**src/rtl/rv64_pkg.sv**
```systemverilog
// Shared RV64I decode definitions: opcodes, immediate formats and stage state encoding.
package rv64_pkg;

  localparam int XLEN = 64;
  localparam int ILEN = 32;

  localparam logic [6:0] OPC_LUI       = 7'b0110111;
  localparam logic [6:0] OPC_AUIPC     = 7'b0010111;
  localparam logic [6:0] OPC_JAL       = 7'b1101111;
  localparam logic [6:0] OPC_JALR      = 7'b1100111;
  localparam logic [6:0] OPC_BRANCH    = 7'b1100011;
  localparam logic [6:0] OPC_LOAD      = 7'b0000011;
  localparam logic [6:0] OPC_STORE     = 7'b0100011;
  localparam logic [6:0] OPC_OP_IMM    = 7'b0010011;
  localparam logic [6:0] OPC_OP_IMM_32 = 7'b0011011;
  localparam logic [6:0] OPC_OP        = 7'b0110011;
  localparam logic [6:0] OPC_OP_32     = 7'b0111011;
  localparam logic [6:0] OPC_MISC_MEM  = 7'b0001111;
  localparam logic [6:0] OPC_SYSTEM    = 7'b1110011;

  typedef enum logic [2:0] {
    FMT_R, FMT_I, FMT_S, FMT_B, FMT_U, FMT_J, FMT_NONE
  } imm_fmt_e;

  // Encoded as {id_valid, skid_valid}; 2'b01 never occurs.
  typedef enum logic [1:0] {
    ST_EMPTY = 2'b00,
    ST_ONE   = 2'b10,
    ST_TWO   = 2'b11
  } stage_state_e;

endpackage

```
**src/rtl/rv64_imm_gen.sv**
```systemverilog
// Combinational immediate generator: classifies the opcode and sign-extends the immediate.
// The format output only exists when RV64_DECODE_ILLEGAL_EN is defined.
module rv64_imm_gen
  import rv64_pkg::*;
#(
  parameter int XLEN = rv64_pkg::XLEN
) (
  input  logic [31:0]     instr,
`ifdef RV64_DECODE_ILLEGAL_EN
  output imm_fmt_e        fmt,
`endif
  output logic [XLEN-1:0] imm
);

  imm_fmt_e fmt_int;

  always_comb begin
    fmt_int = FMT_NONE;
    case (instr[6:0])
      OPC_LUI, OPC_AUIPC:                   fmt_int = FMT_U;
      OPC_JAL:                              fmt_int = FMT_J;
      OPC_JALR, OPC_LOAD, OPC_OP_IMM,
      OPC_OP_IMM_32, OPC_SYSTEM,
      OPC_MISC_MEM:                         fmt_int = FMT_I;
      OPC_STORE:                            fmt_int = FMT_S;
      OPC_BRANCH:                           fmt_int = FMT_B;
      OPC_OP, OPC_OP_32:                    fmt_int = FMT_R;
      default:                              fmt_int = FMT_NONE;
    endcase
  end

  always_comb begin
    imm = '0;
    case (fmt_int)
      FMT_I: imm = {{(XLEN-12){instr[31]}}, instr[31:20]};
      FMT_S: imm = {{(XLEN-12){instr[31]}}, instr[31:25], instr[11:7]};
      FMT_B: imm = {{(XLEN-13){instr[31]}}, instr[31], instr[7], instr[30:25], instr[11:8], 1'b0};
      FMT_U: imm = {{(XLEN-32){instr[31]}}, instr[31:12], 12'b0};
      FMT_J: imm = {{(XLEN-21){instr[31]}}, instr[31], instr[19:12], instr[20], instr[30:21], 1'b0};
      default: imm = '0;
    endcase
  end

`ifdef RV64_DECODE_ILLEGAL_EN
  assign fmt = fmt_int;
`endif

endmodule

```
**src/rtl/rv64_decode_stage.sv**
```systemverilog
// RV64I IF->ID stage with a one-entry skid buffer so if_ready comes straight from a flop.
// Optional illegal-instruction detection is enabled by defining RV64_DECODE_ILLEGAL_EN.
module rv64_decode_stage
  import rv64_pkg::*;
#(
  parameter int XLEN = rv64_pkg::XLEN,
  parameter int ILEN = rv64_pkg::ILEN
) (
  input  logic            clock,
  input  logic            reset,
  input  logic            flush,
  input  logic            if_valid,
  output logic            if_ready,
  input  logic [XLEN-1:0] if_pc,
  input  logic [ILEN-1:0] if_instr,
  output logic            id_valid,
  input  logic            id_ready,
  output logic [XLEN-1:0] id_pc,
  output logic [6:0]      id_opcode,
  output logic [4:0]      id_rd,
  output logic [4:0]      id_rs1,
  output logic [4:0]      id_rs2,
  output logic [2:0]      id_funct3,
  output logic [6:0]      id_funct7,
  output logic [XLEN-1:0] id_imm,
  output logic            id_is_word,
  output logic            id_illegal
);

  stage_state_e    state_q, state_d;
  logic            load_out, load_skid;
  logic            accept, transfer;
  logic [XLEN-1:0] skid_pc;
  logic [ILEN-1:0] skid_instr;
  logic [XLEN-1:0] dec_pc;
  logic [ILEN-1:0] dec_instr;
  logic [XLEN-1:0] dec_imm;

  assign id_valid = state_q[1];
  assign accept   = if_valid && if_ready;
  assign transfer = id_valid && id_ready;

  always_ff @(posedge clock or posedge reset) begin
    if (reset) begin
      state_q  <= ST_EMPTY;
      if_ready <= 1'b1;
    end else begin
      state_q  <= state_d;
      if_ready <= (state_d != ST_TWO);
    end
  end

  always_comb begin
    state_d   = state_q;
    load_out  = 1'b0;
    load_skid = 1'b0;
    case (state_q)
      ST_EMPTY: if (accept) begin
        state_d  = ST_ONE;
        load_out = 1'b1;
      end
      ST_ONE: begin
        if (accept && transfer) begin
          load_out = 1'b1;
        end else if (accept) begin
          state_d   = ST_TWO;
          load_skid = 1'b1;
        end else if (transfer) begin
          state_d = ST_EMPTY;
        end
      end
      ST_TWO: if (transfer) begin
        state_d  = ST_ONE;
        load_out = 1'b1;
      end
      default: state_d = ST_EMPTY;
    endcase
    if (flush) begin
      state_d   = ST_EMPTY;
      load_out  = 1'b0;
      load_skid = 1'b0;
    end
  end

  // The skid entry is older than anything on the input, so it always wins the decoder.
  assign dec_pc    = (state_q == ST_TWO) ? skid_pc    : if_pc;
  assign dec_instr = (state_q == ST_TWO) ? skid_instr : if_instr;

`ifdef RV64_DECODE_ILLEGAL_EN
  imm_fmt_e dec_fmt;
  logic     illegal_d;

  rv64_imm_gen #(.XLEN(XLEN)) u_imm_gen (
    .instr (dec_instr),
    .fmt   (dec_fmt),
    .imm   (dec_imm)
  );

  always_comb begin
    illegal_d = 1'b0;
    if (dec_instr[1:0] != 2'b11 || dec_fmt == FMT_NONE)
      illegal_d = 1'b1;
    if ((dec_instr[6:0] == OPC_OP || dec_instr[6:0] == OPC_OP_32) &&
        !(dec_instr[31:25] == 7'b0000000 || dec_instr[31:25] == 7'b0100000 ||
          dec_instr[31:25] == 7'b0000001))
      illegal_d = 1'b1;
    if (dec_instr[6:0] == OPC_OP_IMM_32 && dec_instr[13:12] == 2'b01 && dec_instr[25])
      illegal_d = 1'b1;
  end

  always_ff @(posedge clock or posedge reset) begin
    if (reset)         id_illegal <= 1'b0;
    else if (load_out) id_illegal <= illegal_d;
  end
`else
  rv64_imm_gen #(.XLEN(XLEN)) u_imm_gen (
    .instr (dec_instr),
    .imm   (dec_imm)
  );

  assign id_illegal = 1'b0;
`endif

  always_ff @(posedge clock or posedge reset) begin
    if (reset) begin
      skid_pc    <= '0;
      skid_instr <= '0;
    end else if (load_skid) begin
      skid_pc    <= if_pc;
      skid_instr <= if_instr;
    end
  end

  always_ff @(posedge clock or posedge reset) begin
    if (reset) begin
      id_pc      <= '0;
      id_opcode  <= '0;
      id_rd      <= '0;
      id_rs1     <= '0;
      id_rs2     <= '0;
      id_funct3  <= '0;
      id_funct7  <= '0;
      id_imm     <= '0;
      id_is_word <= 1'b0;
    end else if (load_out) begin
      id_pc      <= dec_pc;
      id_opcode  <= dec_instr[6:0];
      id_rd      <= dec_instr[11:7];
      id_rs1     <= dec_instr[19:15];
      id_rs2     <= dec_instr[24:20];
      id_funct3  <= dec_instr[14:12];
      id_funct7  <= dec_instr[31:25];
      id_imm     <= dec_imm;
      id_is_word <= (dec_instr[6:0] == OPC_OP_IMM_32) || (dec_instr[6:0] == OPC_OP_32);
    end
  end

endmodule

```
**config.mk**
```make
export PLATFORM = sky130hd
export DESIGN_NAME = rv64_decode_stage
export DESIGN_NICKNAME = d
export VERILOG_FILES = /design/src/rtl/rv64_pkg.sv /design/src/rtl/rv64_imm_gen.sv /design/src/rtl/rv64_decode_stage.sv
export SDC_FILE = /design/constraint.sdc
export NUM_CORES = 1
export LEC_CHECK = 0
export CAP_MARGIN = 25
export CORE_MARGIN = 2
export CORE_UTILIZATION = 45
export DETAILED_ROUTE_END_ITERATION = 6
export PLACE_DENSITY = 0.81
export SYNTH_ARGS = -nofsm -noshare
export SYNTH_HDL_FRONTEND = slang
export SYNTH_HIERARCHICAL = 1
export SYNTH_SLANG_ARGS = --single-unit
```
**constraint.sdc**
```tcl
create_clock -name clock -period 10.45 [get_ports clock]
set_input_delay 2.09 -clock clock [delete_from_list [all_inputs] [get_ports clock]]
set_output_delay 2.09 -clock clock [all_outputs]
set_load 0.005 [all_outputs]
```
Word-level counts from Yosys, hierarchy flattened
Index checks and enable logic that the tools add are counted.
{"block": "classes", "reduce_logical": 8, "mux": 19, "eq_ne": 21}
{"op": "$pmux 64 s5", "count": 1}
{"op": "$mux 64", "count": 1}
{"op": "$mux 32", "count": 1}
{"op": "$eq 7x6->1 const B", "count": 4}
{"op": "$eq 7x7->1 const B", "count": 4}
{"op": "$eq 7x5->1 const B", "count": 3}
{"op": "$pmux 3 s6", "count": 1}
{"op": "$mux 2", "count": 6}
{"op": "$eq 7x2->1 const B", "count": 1}
{"op": "$eq 7x4->1 const B", "count": 1}
{"op": "$mux 1", "count": 7}
{"op": "$eq 3x2->1 const B", "count": 2}
{"op": "$eq 3x3->1 const B", "count": 2}
{"op": "$pmux 2 s3", "count": 1}
{"op": "$reduce_or 6->1", "count": 1}
{"op": "$eq 2x2->1 const B", "count": 2}
{"op": "$reduce_or 2->1", "count": 2}
{"op": "$eq 3x1->1 const B", "count": 1}
{"op": "$logic_and 1x1->1", "count": 3}
{"op": "$pmux 1 s3", "count": 1}
{"op": "$logic_not 2->1", "count": 1}
{"op": "$ne 2x2->1 const B", "count": 1}
{"op": "$logic_or 1x1->1", "count": 1}
{"block": "totals", "elab_cells": 61, "ff_bits": 260, "in_bits": 101, "output_inout_bits": 164}

Depth between registers and ports, before layout
Gate-level depths: netlist of the first run.
{"block": "depth", "ltp_word": 7, "depth_mapped": 10, "ltp_nobuf": 7}

By module
Netlist of the first run, hierarchy kept.
{"module": "rv64_decode_stage", "area_each_um2": 11009.3, "n_inst": 1, "seq_area_each_um2": 6507.5, "cells_each": 674}
{"module": "rv64_imm_gen", "area_each_um2": 848.3, "n_inst": 1, "seq_area_each_um2": 0.0, "cells_each": 116}

Worst setup path before layout of the first run
Ideal clock, no wire load.
{"block": "synth_path", "path_kind": "input to register", "startpoint": "input port if_instr[3]", "endpoint": "register id_imm[32]", "n_path_buf": 2, "setup_slack_ps": 5711, "t_required_ps": 10386, "t_arrival_ps": 4674, "setup_ps": 64, "cell_stages": 7, "path_cell_list": "mux2_2 > buf_2 > nor2_2 > o21ai_1 > a31oi_1 > buf_4 > mux2_2"}
{"block": "synth_between", "elab_chain_len": 6, "elab_cells_between_ends": 24, "classes_between": "eq/ne (18); mux (3); reduce/logical (3)"}
{"item": "from (decl)", "line_no": "rv64_decode_stage.sv:15", "rtl": "input logic [ILEN-1:0] if_instr,"}
{"item": "$mux 32 (*)", "line_no": "rv64_decode_stage.sv:87", "rtl": "assign dec_instr = (state_q == ST_TWO) ? skid_instr : if_instr;"}
{"item": "$eq 7x5->1, or another cell as far along", "line_no": "rv64_imm_gen.sv:19", "rtl": "case (instr[6:0])"}
{"item": "$reduce_or 6->1 or $reduce_or 2->1 (tied branches)", "line_no": "rv64_imm_gen.sv:19"}
{"item": "$pmux 3 s6 (*)", "line_no": "rv64_imm_gen.sv:19"}
{"item": "$eq 3x3->1, or another cell as far along", "line_no": "rv64_imm_gen.sv:34", "rtl": "case (fmt_int)"}
{"item": "$pmux 64 s5 (*)", "line_no": "rv64_imm_gen.sv:34"}
{"item": "named net dec_imm[32]", "line_no": "rv64_decode_stage.sv:37", "rtl": "logic [XLEN-1:0] dec_imm;"}
{"item": "to (signal assigned)", "line_no": "rv64_decode_stage.sv:153", "rtl": "id_imm <= dec_imm;"}
{"item": "to (decl)", "line_no": "rv64_decode_stage.sv:25", "rtl": "output logic [XLEN-1:0] id_imm,"}
The timed path passes the listed nets; every way through them passes the cells marked *.
A chain may end at the register's enable or synchronous reset.

Worst setup path after layout of the first run
{"block": "layout_path", "startpoint": "input port id_ready", "endpoint": "register id_rs2[2]"}
{"block": "layout_between", "elab_chain_len": 5, "elab_cells_between_ends": 6, "classes_between": "mux (4); reduce/logical (2)"}
{"item": "from (decl)", "line_no": "rv64_decode_stage.sv:17", "rtl": "input logic id_ready,"}
{"item": "$logic_and 1x1->1 (*)", "line_no": "rv64_decode_stage.sv:41", "rtl": "assign transfer = id_valid && id_ready;"}
{"item": "$logic_and 1x1->1", "line_no": "rv64_decode_stage.sv:63", "rtl": "if (accept && transfer) begin"}
{"item": "$mux 1", "line_no": "rv64_decode_stage.sv:63"}
{"item": "$pmux 1 s3 (*)", "line_no": "rv64_decode_stage.sv:57", "rtl": "case (state_q)"}
{"item": "$mux 1 (*)", "line_no": "rv64_decode_stage.sv:78", "rtl": "if (flush) begin"}
{"item": "to (signal assigned)", "line_no": "rv64_decode_stage.sv:150", "rtl": "id_rs2 <= dec_instr[24:20];"}
{"item": "to (decl)", "line_no": "rv64_decode_stage.sv:22", "rtl": "output logic [4:0] id_rs2,"}
Mark *: on every way between the ends. The rest lies on a longest branch, timed or not.

==> tab_implementation.tex, run 1 <==
\begin{tabular}{lr}
\hline
Metric & Value \\
\hline
\multicolumn{2}{l}{\textbf{Global route}} \\
\quad Antenna violations before repair & 2 \\
\quad GRT overflow & 0 \\
\quad First-pass GRT wire length & 42800 um \\
\quad Total track usage & 19.0\% \\
\quad Via count of the first global-routing pass & 7640 \\
\quad Pin count of the biggest net entering global routing & 110 \\
\multicolumn{2}{l}{\textbf{Yosys}} \\
\quad Cell taking the most area after synthesis & dfrtp\_1 \\
\quad Prevailing post-synth register cell & dfrtp\_1 \\
\quad Number of flops mapped to enable cells by yosys & 0 \\
\quad Most instantiated library cell after synthesis & mux2\_2 \\
\quad Most frequent cells after synthesis & mux2\_2 (312), dfrtp\_1 (259), buf\_4 (41) \\
\quad Average instance area after synthesis & 15.0 um2 \\
\quad Synthesized net count & 891 \\
\quad Top cells by area in the synthesized netlist & dfrtp\_1 (55\%), mux2\_2 (30\%), mux2\_4 (5.1\%) \\
\quad Fraction of registers with async set or reset after synthesis & 100\% \\
\quad Post-synthesis instance area & 11900 um2 \\
\quad Number of warnings issued by yosys & 6 \\
\quad Portion of the post-synthesis area used by sequential elements & 54.9\% \\
\quad Number of cells produced by synthesis & 790 \\
\quad Cell variety after synth & 48 \\
\quad Flops \& latches, synth & 260 \\
\quad Top cell type's share of synthesized area & 54.7\% \\
\multicolumn{2}{l}{\textbf{Outcome}} \\
\quad Outcome & completed \\
\multicolumn{2}{l}{\textbf{Detailed routing}} \\
\quad DRC errors left & 0 \\
\quad Met3 wirelength from detailed routing & 1530 um \\
\quad Via count & 7123 \\
\quad Average wire per standard cell & 19.1 um \\
\quad Metal-1 WL & 11700 um \\
\quad Final antenna-violating net count & 0 \\
\quad Total detailed-routing wirelength & 26200 um \\
\quad Number of optimization iterations in the first detailed-route pass & 4 \\
\quad DRT iter0 DRCs & 298 \\
\quad Total length of routed met2 wires & 12500 um \\
\quad Top routing layer used & met4 \\
\quad Number of vias per cell & 5.20 \\
\multicolumn{2}{l}{\textbf{Min path}} \\
\quad Class of the tightest hold or removal check & flop to flop \\
\quad Hold Path Sink & skid\_pc[50] \\
\quad Startpoint of the most critical hold path & skid\_pc[50] \\
\quad Cell depth of the worst hold path & 1 \\
\multicolumn{2}{l}{\textbf{Clocking}} \\
\quad Max Buffers Root-to-Sink & 3 \\
\quad Clock tree from TritonCTS & done \\
\quad Clock latency reported for the late side of the worst-skew pair & 530 ps \\
\quad TritonCTS Sinks & 260 \\
\quad Number of instances resized during post-cts repair & 0 \\
\quad Clock input transition at the sequential cells of the worst setup and hold paths & 60 ps \\
\quad CTS root buf & clkbuf\_16 \\
\quad Number of buffers created by CTS & 29 \\
\quad H-tree depth & 1 \\
\quad \# hold bufs at CTS & 0 \\
\quad Postcts setup bufs & 0 \\
\multicolumn{2}{l}{\textbf{STA}} \\
\quad Peak Freq & 0.199 GHz \\
\quad Final Max Tran Viols & 0 \\
\quad Relative max-transition margin & 36.0\% \\
\quad Tmin final & 5020 ps \\
\quad Slew at the pin closest to its max-slew limit & 959 ps \\
\quad Total Negative Setup Slacks & 0 ps \\
\quad Clock skew after layout & 13.5 ps \\
\quad Setup repair after global routing missed its margin & false \\
\quad Final hold violations & 0 \\
\quad Fin crit share & 48.1\% \\
\quad \# setup viols final & 0 \\
\multicolumn{2}{l}{\textbf{Setup path}} \\
\quad CP endpoint kind & flop \\
\quad Worst Path Class, Setup & primary input to flop \\
\quad Crit path required time & 10860 ps \\
\quad CP max FO & 59 \\
\quad Startpoint class of the critical path & primary input \\
\quad Internal reg-to-reg setup slack & 6980 ps \\
\quad Endpoint of the lowest-slack register-to-register path & id\_rs2[2] \\
\quad WP data arrival & 5430 ps \\
\quad Worst Reg-to-Reg Cells & 5 \\
\quad FF-to-FF Start & if\_ready \\
\multicolumn{2}{l}{\textbf{Placement}} \\
\quad Number of buffers added on ports & 263 \\
\quad Final weighted congestion in routability-driven placement & 0.794 \\
\quad Detail Placement HPWL & 17200 um \\
\quad Post-DP Area & 14500 um2 \\
\multicolumn{2}{l}{\textbf{Layout}} \\
\quad Nets & 1114 \\
\quad Share of final-layout standard cells stronger than drive strength 1 & 41.5\% \\
\quad Final non-filler cell area & 15500 um2 \\
\quad Area Growth Syn to Fin & 30.8\% \\
\multicolumn{2}{l}{\textbf{Die}} \\
\quad Horiz. Die Dim & 166 um \\
\quad Initial standard-cell utilization of the core & 45.6\% \\
\quad Die Area & 27700 um2 \\
\quad Chip height & 166 um \\
\quad Row Count & 59 \\
\quad Ports & 265 \\
\quad Core area & 26000 um2 \\
\multicolumn{2}{l}{\textbf{Flow run}} \\
\quad Max Cap Viol & 0 \\
\multicolumn{2}{l}{\textbf{Power}} \\
\quad Power per unit of standard cell area & 187 nW/um2 \\
\quad Worst supply voltage drop on vdd & 111 uV \\
\quad Power consumption & 2910 uW \\
\quad Leak & 0.00698 uW \\
\hline
\end{tabular}
[metal layers]
layer / vias up / global-route usage [%]
met4: 0 / 5.21
met3: 37 / 3.98
met1: 3647 / 26.0
li1: 3235 / -
met5: - / 0
met2: 204 / 30.8
[cell type report]
class	instances	area, um2
fill	2008	10500
tap	335	419
antenna	2	5.00
clock inverter	13	170
clock buffer	39	843
sequential	260	6510
timing repair buffer	271	2720
multi-input combinational	445	4810
inverter	6	30.0
[kinds of logic (layout without fill, tap and decap cells)]
group | after synthesis | after routing | synth area share (%)
other | 1 | 3 | 0.0316
AOI/OAI and AO/OA | 46 | 46 | 3.10
buffers and inverters | 85 | 329 | 4.71
and+or+nand+nor | 46 | 46 | 2.59
muxes | 352 | 352 | 34.7
DFF | 260 | 260 | 54.9
[metrics by stage]
stage,instances,util (%),worst slack [ps],hold WS (ps)
5_1_grt,1371,59.7,5270,519
2_1_floorplan,790,-,1210,475
4_1_cts,1369,59.6,5440,504
3_5_place_dp,1317,55.7,4890,490
3_3_place_gp,1315,55.6,4930,482
6_report,1371,59.7,5430,501
[worst max-delay path by stage]
stage / cells past startpoint / from / slack (ps) / end
floorplan: 1 / reset / 1210 / id_funct3[0]
global placement: 6 / id_ready / 4930 / id_imm[4]
detailed placement: 6 / id_ready / 4890 / id_funct7[0]
CTS: 6 / id_ready / 5440 / id_imm[32]
global route: 6 / id_ready / 5270 / id_rs2[2]
finish: 6 / id_ready / 5430 / id_rs2[2]
[cell usage in the layout (no fill, tap or decap), types with 3 or more instances in the layout]
cell type / count
clkbuf_8: 8
buf_4: 6
nand2_1: 5
dfrtp_1: 259
bufinv_16: 4
mux2_2: 312
clkbuf_16: 29
clkinv_2: 7
clkdlybuf4s50_1: 263
and2_1: 3
a21o_1: 21
inv_1: 4
a22o_1: 4
nor2_1: 5
and3_1: 7
o21ai_0: 4
mux2_4: 40
nor2b_1: 4
[power by group]
group          leakage, uW  total [uW]  internal [uW]  switching (uW)
clock network     0.000501        1070            660             407
logic              0.00324         545            372             173
registers          0.00324        1290           1190            99.8
[state kept, by name, summed over array words and instances (netlist names)]
| register | cells |
|---|---|
| if_ready | 1 |
| id_pc | 64 |
| id_rd | 5 |
| id_opcode | 7 |
| skid_instr | 32 |
| id_funct3 | 3 |
| skid_pc | 64 |
| id_imm | 64 |
| state_q | 2 |
| id_rs1 | 5 |
| id_rs2 | 5 |
| id_is_word | 1 |
| id_funct7 | 7 |
[critical path, stage by stage]
cell	delay, ps
clkdlybuf4s50_1	470
nand2b_1	180
and4_4	740
buf_4	710
buf_4	710
mux2_2	410
Note: power is estimated with default switching activity, not from simulation.
==> run 2: changes to the inputs <==
Settings changed: PLACE_DENSITY 0.81 to 0.83.
Clock period 10.45 ns to 4.4 ns, I/O delays scaled along.
==> tab_implementation.tex, run 2 (same netlist as run 1, synthesis figures left out) <==
\begin{tabular}{lr}
\hline
Metric & Value \\
\hline
\multicolumn{2}{l}{\textbf{Detailed routing}} \\
\quad Final antenna-violating net count & 0 \\
\quad DRT iter0 DRCs & 295 \\
\quad Total detailed-routing wirelength & 26900 um \\
\quad DRC errors left & 0 \\
\quad Average wire per standard cell & 19.6 um \\
\quad Via count & 7227 \\
\quad Number of vias per cell & 5.25 \\
\quad Number of optimization iterations in the first detailed-route pass & 4 \\
\multicolumn{2}{l}{\textbf{Setup path}} \\
\quad CP endpoint kind & flop \\
\quad CP max FO & 42 \\
\quad Chain of cells forming the critical path & nand2\_4 > mux2\_2 > and2\_1 > nand2\_1 > nor2\_1 > a21o\_1 > mux2\_2 \\
\quad Buf/Inv on CP & 0 \\
\quad Worst Path Class, Setup & flop to flop \\
\quad Crit path required time & 4880 ps \\
\quad Longest individual stage delay on the worst path & 680 ps \\
\quad WP data arrival & 3440 ps \\
\quad Startpoint class of the critical path & flop \\
\quad Top cell by count, worst path & mux2\_2 \\
\quad Crit-path slowest cell & nor2\_1 \\
\quad Gate family responsible for the most delay along the worst path & simple AND/OR/NAND/NOR gates \\
\multicolumn{2}{l}{\textbf{Global route}} \\
\quad Antenna violations before repair & 0 \\
\quad Most utilized layer in the global route result & met2 \\
\quad GRT overflow & 0 \\
\quad Via count of the first global-routing pass & 7857 \\
\quad Met1 usage & 24.3\% \\
\quad Met2 global-route usage & 32.5\% \\
\quad Met3 Track Usage GR & 4.41\% \\
\quad Total track usage & 19.0\% \\
\quad Pin count of the biggest net entering global routing & 100 \\
\quad First-pass GRT wire length & 42700 um \\
\multicolumn{2}{l}{\textbf{STA}} \\
\quad Relative max-transition margin & 43.8\% \\
\quad Final hold violations & 0 \\
\quad Setup repair after global routing missed its margin & false \\
\quad Final Max Tran Viols & 0 \\
\quad Fin crit share & 67.3\% \\
\quad \# setup viols final & 0 \\
\quad Tmin final & 2960 ps \\
\quad Total Negative Setup Slacks & 0 ps \\
\quad Final-layout worst hold slack & 500 ps \\
\quad Slew at the pin closest to its max-slew limit & 839 ps \\
\quad Clock skew after layout & 16.6 ps \\
\quad Peak Freq & 0.338 GHz \\
\multicolumn{2}{l}{\textbf{Layout}} \\
\quad Final non-filler cell area & 15500 um2 \\
\quad Leading cell types in the layout, fill and taps excluded & mux2\_2 (312), clkdlybuf4s50\_1 (263), dfrtp\_1 (259) \\
\quad Leading cell type in the layout, fill and taps excluded & mux2\_2 \\
\quad Share of final-layout standard cells stronger than drive strength 1 & 41.6\% \\
\quad Area Growth Syn to Fin & 31.0\% \\
\quad Largest registers & id\_imm x64, id\_pc x64, skid\_pc x64 \\
\quad Nets & 1121 \\
\quad Antenna Diode Count & 0 \\
\quad Fraction of the core area covered by cells at the end of the flow & 59.8\% \\
\multicolumn{2}{l}{\textbf{Clocking}} \\
\quad Clock tree from TritonCTS & done \\
\quad TritonCTS Sinks & 260 \\
\quad Max Buffers Root-to-Sink & 3 \\
\quad H-tree depth & 1 \\
\quad Clock input transition at the sequential cells of the worst setup and hold paths & 60 ps \\
\quad Number of buffers created by CTS & 28 \\
\quad Clock latency reported for the late side of the worst-skew pair & 530 ps \\
\quad Postcts setup bufs & 0 \\
\quad CTS root buf & clkbuf\_16 \\
\quad Number of instances resized during post-cts repair & 0 \\
\quad \# hold bufs at CTS & 0 \\
\multicolumn{2}{l}{\textbf{Power}} \\
\quad Share of total power in the clock network & 35.3\% \\
\quad Sw power & 1600 uW \\
\quad Leak & 0.00701 uW \\
\quad Power per unit of standard cell area & 436 nW/um2 \\
\quad Internal power component & 5180 uW \\
\quad Power consumption & 6780 uW \\
\quad Switch share & 23.6\% \\
\quad Register share of total power & 45.4\% \\
\quad Power share of the combinational group & 19.3\% \\
\quad Worst supply voltage drop on vdd & 357 uV \\
\multicolumn{2}{l}{\textbf{Placement}} \\
\quad Number of buffers added on ports & 263 \\
\quad Detail Placement HPWL & 18100 um \\
\quad Post-DP Area & 14600 um2 \\
\quad Final weighted congestion in routability-driven placement & 0.808 \\
\multicolumn{2}{l}{\textbf{Die}} \\
\quad Initial standard-cell utilization of the core & 45.6\% \\
\quad Row Count & 59 \\
\quad Die Area & 27700 um2 \\
\quad Chip height & 166 um \\
\quad Horiz. Die Dim & 166 um \\
\quad Ports & 265 \\
\quad Core area & 26000 um2 \\
\multicolumn{2}{l}{\textbf{Min path}} \\
\quad Class of the tightest hold or removal check & flop to flop \\
\multicolumn{2}{l}{\textbf{Flow run}} \\
\quad Max Cap Viol & 0 \\
\multicolumn{2}{l}{\textbf{Outcome}} \\
\quad Outcome & completed \\
\hline
\end{tabular}
## run 2: cell types whose count changed in the layout (fill, tap and decap cells not counted), sizes merged
cell,before,now
clkbuf,39,42
buf,8,16
bufinv,4,2
clkinvlp,2,1
diode,2,0
inv,6,5
## run 2: final timing paths
path	start	end	slack, ps	cells after the start
worst max register to register	state_q[0]	id_imm[20]	1440	7
max in group asynchronous	reset	if_ready	2710	3
worst min-delay path	skid_pc[52]	skid_pc[52]	500	1
worst min register to register	skid_pc[52]	skid_pc[52]	500	1
min in group asynchronous	reset	id_pc[30]	760	2
worst max-delay path	state_q[0]	id_imm[20]	1440	7
## run 2: area by class of cell
type,count,area [um2]
fillers,1988,10500
flip-flops and latches,260,6510
multi-input cells,445,4810
repair buffers,279,2820
clock buffers,42,855
well taps,335,419
clock inverters,9,98.8
inverters,6,26.3
## run 2: metal layers
| layer | wire, um | vias to the layer above |
|---|---|---|
| li1 | - | 3266 |
| met1 | 11400 | 3713 |
| met2 | 13100 | 195 |
| met3 | 1640 | 53 |
| met4 | 737 | 0 |
| met5 | 0 | - |
## run 2: stage by stage
step / cells / worst slack, ps
after detailed placement: 1325 / 1270
after global placement: 1325 / 1260
after floorplan: 790 / 93.2
after global routing: 1376 / 1280
final: 1376 / 1440
after CTS: 1376 / 1470
## run 2: worst reg2reg max path: stages (launching register included)
cell,delay [ps]
dfrtp_1,460
nand2_4,540
mux2_2,310
and2_1,410
nand2_1,160
nor2_1,680
a21o_1,220
mux2_2,140
## run 2: power groups by stage
stage	Clock [uW]	Sequential (uW)	Combinational (uW)
finish	2390	3080	1310
global route	2550	3130	1400
CTS	2450	3080	1330
detailed placement	0	3110	1320
global placement	0	3090	1280
floorplan	0	3070	657
